## src/rtl/dvr_serializer_if.sv

```systemverilog
// ----------------------------------------------------------------------------
// dvr_serializer_if
// Bundles the upstream (wide word) and downstream (narrow slice) valid/ready
// channels of the serializer.
//
// Parameters
//   IN_WIDTH  width of the upstream word
//   RATIO     slices per upstream word; OUT_WIDTH = IN_WIDTH / RATIO
//
// Signals
//   s_data  [IN_WIDTH]   upstream word
//   s_valid              upstream word valid
//   s_ready              serializer accepts upstream word
//   m_data  [OUT_WIDTH]  current slice to downstream
//   m_valid              slice valid
//   m_ready              downstream accepts slice
//   m_last               final slice of a word
//
// Modports
//   slave   serializer side (consumes words, produces slices)
//   master  environment side (produces words, consumes slices)
// ----------------------------------------------------------------------------
interface dvr_serializer_if #(
    parameter int unsigned IN_WIDTH = 128,
    parameter int unsigned RATIO    = 4
);
    localparam int unsigned OUT_WIDTH = IN_WIDTH / RATIO;

    logic [IN_WIDTH-1:0]  s_data;
    logic                 s_valid;
    logic                 s_ready;
    logic [OUT_WIDTH-1:0] m_data;
    logic                 m_valid;
    logic                 m_ready;
    logic                 m_last;

    modport slave (
        input  s_data,
        input  s_valid,
        output s_ready,
        output m_data,
        output m_valid,
        input  m_ready,
        output m_last
    );

    modport master (
        output s_data,
        output s_valid,
        input  s_ready,
        input  m_data,
        input  m_valid,
        output m_ready,
        input  m_last
    );
endinterface

```

## src/rtl/dvr_serializer.sv

```systemverilog
// ----------------------------------------------------------------------------
// dvr_serializer
// Splits each IN_WIDTH upstream word into RATIO slices of OUT_WIDTH bits and
// sends them one per cycle downstream. A new word can be loaded in the same
// cycle the last slice of the previous word leaves, so streaming has no bubble.
//
// Parameters
//   IN_WIDTH  upstream word width (default 128)
//   RATIO     slices per word (default 4)
//
// Ports
//   clk   single clock, rising edge
//   rst   synchronous active-high reset
//   bus   dvr_serializer_if.slave: s_data/s_valid/s_ready upstream,
//         m_data/m_valid/m_ready/m_last downstream
//
// Build option
//   DVR_SER_MSB_FIRST_EN  when defined, slices leave most-significant first;
//                         otherwise least-significant first.
// ----------------------------------------------------------------------------
module dvr_serializer #(
    parameter int unsigned IN_WIDTH = 128,
    parameter int unsigned RATIO    = 4
) (
    input logic             clk,
    input logic             rst,
    dvr_serializer_if.slave bus
);
    localparam int unsigned OUT_WIDTH = IN_WIDTH / RATIO;
    localparam int unsigned IDX_W     = (RATIO > 1) ? $clog2(RATIO) : 1;
    localparam logic [IDX_W-1:0] IDX_LAST = IDX_W'(RATIO - 1);

    typedef enum logic [0:0] {StEmpty, StBusy} state_e;

    state_e               state_q, state_d;
    logic [IDX_W-1:0]     idx_q, idx_d;
    logic [IN_WIDTH-1:0]  word_q, word_d;

    logic [OUT_WIDTH-1:0] slices [RATIO];
    logic [IDX_W-1:0]     sel;
    logic                 at_last;
    logic                 m_valid;
    logic                 s_ready;
    logic                 in_xfer;
    logic                 out_xfer;

    for (genvar i = 0; i < RATIO; i++) begin : g_slice
        assign slices[i] = word_q[i*OUT_WIDTH +: OUT_WIDTH];
    end

`ifdef DVR_SER_MSB_FIRST_EN
    assign sel = IDX_LAST - idx_q;
`else
    assign sel = idx_q;
`endif

    assign at_last  = (idx_q == IDX_LAST);
    assign m_valid  = (state_q == StBusy);
    // Ready only looks at state, idx and m_ready, never at s_valid; rst forces
    // it low so nothing is accepted while reset is applied.
    assign s_ready  = !rst && ((state_q == StEmpty) || (bus.m_ready && at_last));
    assign in_xfer  = bus.s_valid && s_ready;
    assign out_xfer = m_valid && bus.m_ready;

    assign bus.s_ready = s_ready;
    assign bus.m_valid = m_valid;
    assign bus.m_last  = m_valid && at_last;
    assign bus.m_data  = m_valid ? slices[sel] : '0;

    always_comb begin
        state_d = state_q;
        idx_d   = idx_q;
        word_d  = word_q;
        unique case (state_q)
            StEmpty: begin
                if (in_xfer) begin
                    word_d  = bus.s_data;
                    idx_d   = '0;
                    state_d = StBusy;
                end
            end
            StBusy: begin
                if (out_xfer) begin
                    if (at_last) begin
                        idx_d = '0;
                        if (in_xfer) begin
                            word_d = bus.s_data;
                        end else begin
                            state_d = StEmpty;
                        end
                    end else begin
                        idx_d = idx_q + 1'b1;
                    end
                end
            end
            default: begin
                state_d = StEmpty;
                idx_d   = '0;
            end
        endcase
    end

    always_ff @(posedge clk) begin
        if (rst) begin
            state_q <= StEmpty;
            idx_q   <= '0;
            word_q  <= '0;
        end else begin
            state_q <= state_d;
            idx_q   <= idx_d;
            word_q  <= word_d;
        end
    end
endmodule

```

## src/flat_wrapper.sv

```systemverilog
// flat-port wrapper written by rule: the top's interface ports become plain ports
module dvr_serializer_flat 
#(
    parameter int unsigned IN_WIDTH = 128,
    parameter int unsigned RATIO    = 4
)
  (clk, rst, bus_s_data, bus_s_valid, bus_s_ready, bus_m_data, bus_m_valid, bus_m_ready, bus_m_last);
  dvr_serializer_if #(.IN_WIDTH(IN_WIDTH), .RATIO(RATIO)) bus_i ();
  input logic clk;
  input logic rst;
  input wire logic [$bits(bus_i.s_data)-1:0] bus_s_data;
  input wire logic [$bits(bus_i.s_valid)-1:0] bus_s_valid;
  output wire logic [$bits(bus_i.s_ready)-1:0] bus_s_ready;
  output wire logic [$bits(bus_i.m_data)-1:0] bus_m_data;
  output wire logic [$bits(bus_i.m_valid)-1:0] bus_m_valid;
  input wire logic [$bits(bus_i.m_ready)-1:0] bus_m_ready;
  output wire logic [$bits(bus_i.m_last)-1:0] bus_m_last;
  assign bus_i.s_data = bus_s_data;
  assign bus_i.s_valid = bus_s_valid;
  assign bus_s_ready = bus_i.s_ready;
  assign bus_m_data = bus_i.m_data;
  assign bus_m_valid = bus_i.m_valid;
  assign bus_i.m_ready = bus_m_ready;
  assign bus_m_last = bus_i.m_last;
  dvr_serializer #(.IN_WIDTH(IN_WIDTH), .RATIO(RATIO)) u_core (.clk(clk), .rst(rst), .bus(bus_i));
endmodule
```

## config.mk

```make
export PLATFORM = sky130hd
export DESIGN_NAME = dvr_serializer_flat
export DESIGN_NICKNAME = d
export VERILOG_FILES = /design/src/rtl/dvr_serializer_if.sv /design/src/rtl/dvr_serializer.sv /design/src/flat_wrapper.sv
export SDC_FILE = /design/constraint.sdc
export NUM_CORES = 1
export LEC_CHECK = 0
export CAP_MARGIN = 20
export CORE_ASPECT_RATIO = 1.5
export CORE_MARGIN = 10
export CORE_UTILIZATION = 49
export CTS_CLUSTER_DIAMETER = 200
export CTS_CLUSTER_SIZE = 16
export DETAILED_ROUTE_END_ITERATION = 10
export PLACE_DENSITY = 0.92
export REMOVE_ABC_BUFFERS = 1
export SLEW_MARGIN = 10
export SYNTH_ARGS = -nofsm -noshare
export SYNTH_HDL_FRONTEND = slang
export SYNTH_SLANG_ARGS = --single-unit
```

## constraint.sdc

```tcl
create_clock -name clk -period 2.43 [get_ports clk]
set_clock_uncertainty 0.05 [all_clocks]
set_input_delay 0.3645 -clock clk [delete_from_list [all_inputs] [get_ports clk]]
set_output_delay 0.3645 -clock clk [all_outputs]
set_load 0.005 [all_outputs]
```

# --- Word-level counts from Yosys, hierarchy flattened ---
# Index checks and enable logic that the tools add are counted.
word_totals:
  ff_bits: 131
  input_bits: 132
  output_inout_bits: 35
  word_cells: 36
op_classes:
  add_sub_neg: 1
  n_lt_le_gt_ge: 1
  n_eq_ne: 4
  n_mux: 16
  bitwise: 2
  n_reduce_logical: 9
ops:
  columns: ["operator", "n"]
  rows:
  - ["$mux W128", 3]
  - ["$pmux W128 S2", 1]
  - ["$mux W32", 3]
  - ["$bmux W32 S2", 1]
  - ["$mux W2", 3]
  - ["$logic_and A1 B1 Y1", 5]
  - ["$ne A2 B2 Y1 const B", 2]
  - ["$pmux W2 S2", 1]
  - ["$reduce_and A2 Y1", 2]
  - ["$ge A3 B3 Y1 const B", 1]
  - ["$mux W1", 3]
  - ["$not A2 Y3", 1]
  - ["$add A2 B1 Y2 const B", 1]
  - ["$eq A2 B2 Y1 const B", 1]
  - ["$ne A2 B1 Y1 const B", 1]
  - ["$pmux W1 S2", 1]
  - ["$logic_not A1 Y1", 1]
  - ["$logic_or A1 B1 Y1", 1]
  - ["$not A1 Y1", 1]

# --- Depth between registers and ports, before layout ---
logic_depth:
  ltp_word: 9
  depth_mapped: 6
  mapped_depth_nobuf: 4

# --- Worst setup path after synthesis ---
# No wires, ideal clock.
synth_path:
  path_type: "register -> output"
  start: "register u_core.idx_q[0]"
  end: "output port bus_m_data[23]"
  arrival_time_ps: 1469
  required_time_ps: 2016
  path_slack_ps: 547
  path_stages_with_launch: 5
  n_path_buf: 2
  cell_sequence: "dfxtp_1 buf_2 buf_2 mux4_2 and2_1"
synth_via:
  elab_chain_len: 5
synth_lines:
  columns: ["element", "line_no", "source"]
  rows:
  - ["start: declaration", "dvr_serializer.sv:36", "logic [IDX_W-1:0] idx_q, idx_d;"]
  - ["start signal: assignment", "dvr_serializer.sv:110", "idx_q <= idx_d;"]
  - ["$not A2 Y3 (not written as such)", "dvr_serializer.sv:68", "assign bus.m_data = m_valid ? slices[sel] : '0;"]
  - ["$bmux W32 S2", "dvr_serializer.sv:68", null]
  - ["$mux W32 (not written as such) (2 in a row)", "dvr_serializer.sv:68", null]
  - ["$mux W32", "dvr_serializer.sv:68", null]
  - ["end: declaration", "flat_wrapper.sv:14", "output wire logic [$bits(bus_i.m_data)-1:0] bus_m_data;"]
# No other way between the ends. The select of a mux whose other input is x is not followed.

# --- Worst setup path after layout ---
layout_path:
  start: "register u_core.idx_q[0]"
  end: "output port bus_m_data[16]"
# The elaborated chain is that of the path after synthesis.

==> flow_summary.ini <==
[worst_setup_path]
cp.required_ns = 2.02
endpoint_kind = primary output
crit_path_start_kind = flip-flop
cp_max_fo = 6
path_class = flip-flop to primary output
cp.arrival_ns = 1.95
worst-r2r-setup-slack_ns = 0.12
reg2reg_depth = 9

[placed_design]
dp_hpwl_um = 11870
io_buffers = 166
gp_congestion = 0.7625
place_ws_ns = 0.1957
place_inst = 803

[floorplanning]
die_x_um = 112.1
ios = 167
die_area_um2 = 17740
rows = 50
fp.dieH_um = 158.2
initial_core_util = 0.4987
coreArea_um2 = 12510

[logic_synthesis]
synth_top_area_frac = 0.4203
syn_area_um2 = 6240
synth.most_common_cell = dfxtp_1
yosys.area.top_type = dfxtp_1
yosys_register_bits = 131
synthArstFlopShare = 0
yosysUniqueCellTypes = 17
synthTopCellsByCount = dfxtp_1, mux2_2, nor2b_1
synth_edf_count = 0
synth_ff_type = dfxtp_1
yosysSeqAreaShare = 0.4203
postSynthCellCount = 504
yosys_warnings = 0
avgSynthCellArea_um2 = 12.38
synthTopCellsByArea = dfxtp_1, mux2_2, mux4_2

[sta]
setup_violations = 0
period_needed_ns = 2.363
maxSlewViolCount = 0
tightest_slew_ns = 0.5051
max-slew-margin-rel = 0.6633
fin_crit_sh = 0.9723
fin_hold_ws_ns = 0.4704
max_freq_mhz = 423.2
fin_ws_ns = 0.06730
final-hold-violation-count = 0
grt_setup_unrepaired = false

[grt]
grt_pass1_wl_um = 26300
grt_max_degree = 132
antenna_found_initial = 2
grt_usage = 0.1872
gr-total-overflow = 0
grt_pass1_vias = 5104

[clock_network]
clock_latency_ns = 0.41
tritoncts_num_sinks = 131
root_buffer = clkbuf_16
cts_max_path_buffers = 2
cts_tree = yes
numCtsBuffers = 17
cts_max_level = 4
cts.clk_slew.worst_paths_ns = 0.05

[pwr]
cellPowerDensity_nw_per_um2 = 634.6
ir_drop_uv = 443.8
p_leak_nw = 3.747

[final_layout]
area_growth_pct = 39.52
drive_above_1_share = 0.3488
fin_util = 0.6958
stdcell_count = 849
nets = 812

[detailed_routing]
vias_per_cell = 5.135
drtAntennaViolNets = 0
totalWireLength_um = 16870
drc = 0
drtIter0Drc = 176
drt_pre_antenna_iters = 4
via_count = 4360
post_drt_wl_per_cell_um = 19.87

[run_status]
status = complete, no violations

[worst_hold_path]
min_path_type = primary input to flip-flop
hold_depth = 3

[run]
maxCapViolCount = 0
worst paths after layout:
check,start,endpoint
setup / recovery,u_core.idx_q[0]$_SDFFE_PP0P_,bus_m_data[16]
hold reg to reg,u_core.word_q[35]$_SDFFE_PP0P_,u_core.word_q[35]$_SDFFE_PP0P_
setup reg to reg,u_core.idx_q[0]$_SDFFE_PP0P_,u_core.word_q[22]$_SDFFE_PP0P_
hold / removal,rst,u_core.idx_q[0]$_SDFFE_PP0P_
layout by cell type, fill, tap and decap left out, drive strengths merged:
master	instances
a21boi	1
a32oi	2
and2	33
and2b	52
buf	36
bufinv	1
clkbuf	22
clkdlybuf4s15	6
clkdlybuf4s50	131
clkinv	5
clkinvlp	4
dfxtp	131
diode	2
dlygate4sd2	21
dlymetal6s2s	1
ha	1
mux2	128
mux2i	1
mux4	32
nor2	6
nor2b	76
nor3b	1
kinds of logic (layout without fill, tap and decap cells):
group | count (synthesis) | in the layout | share of synthesized area
flip-flops | 131 | 131 | 0.4203
adder cells (fa/ha/maj) | 1 | 1 | 0.002005
AO/OA/AOI/OAI | 3 | 3 | 0.005816
buffers and inverters | 40 | 227 | 0.04532
multiplexers | 161 | 161 | 0.3481
AND/OR/NAND/NOR | 168 | 168 | 0.1785
other | 0 | 2 | 0
critical path: stages (launching register included):
cell	delay, ns
dfxtp_4	0.40
buf_6	0.16
buf_4	0.12
mux4_2	0.48
and2_4	0.17
clkdlybuf4s15_1	0.21
metrics by stage:
stage / area [um2] / setup TNS, ns / power [W]
final: 8706 / 0 / 0.005525
after detailed placement: 8029 / 0 / 0.003192
after global routing: 8706 / 0 / 0.005721
after global placement: 8029 / 0 / 0.003152
after CTS: 8798 / -0.02895 / 0.005578
after floorplan: 5957 / -444.93 / 0.002783
layout make-up:
cell class              count  area (um2)
clock inverters            10       85.08
fillers                   876        3806
diodes                      2       5.005
well taps                 156       195.2
flip-flops and latches    131        2630
multi-input cells         333        3357
repair buffers            196        1973
clock buffers              21       460.4
repair_timing:
action / CTS / global route
cloned: 3 / 0
buffers inserted: 14 / 0
gates resized for setup: 72 / 5
endpoints found under the setup margin: 33 / 81
hold buffers: 0 / 0
pin swaps: 4 / 0
report_power, final:
group / switching, W / leakage, nW / internal (W) / total [W]
registers: 0.0000738 / 1.08 / 0.00230 / 0.00238
logic: 0.000252 / 2.41 / 0.000542 / 0.000794
clock network: 0.000911 / 0.261 / 0.00144 / 0.00235
layer usage:
metal,wire length [um],vias to the layer above,global-route usage
met5,0,-,0
met4,565,0,0.1067
met3,648,36,0.03864
met2,9668,114,0.3646
met1,5987,2123,0.1747
li1,-,2087,-
flip-flops by register name, summed over array words and instances, names as in the netlist:
| signal | cells |
|---|---|
| u_core.word_q | 128 |
| u_core.idx_q | 2 |
| u_core.bus.m_valid | 1 |
Power figures use the tool's default switching activity.
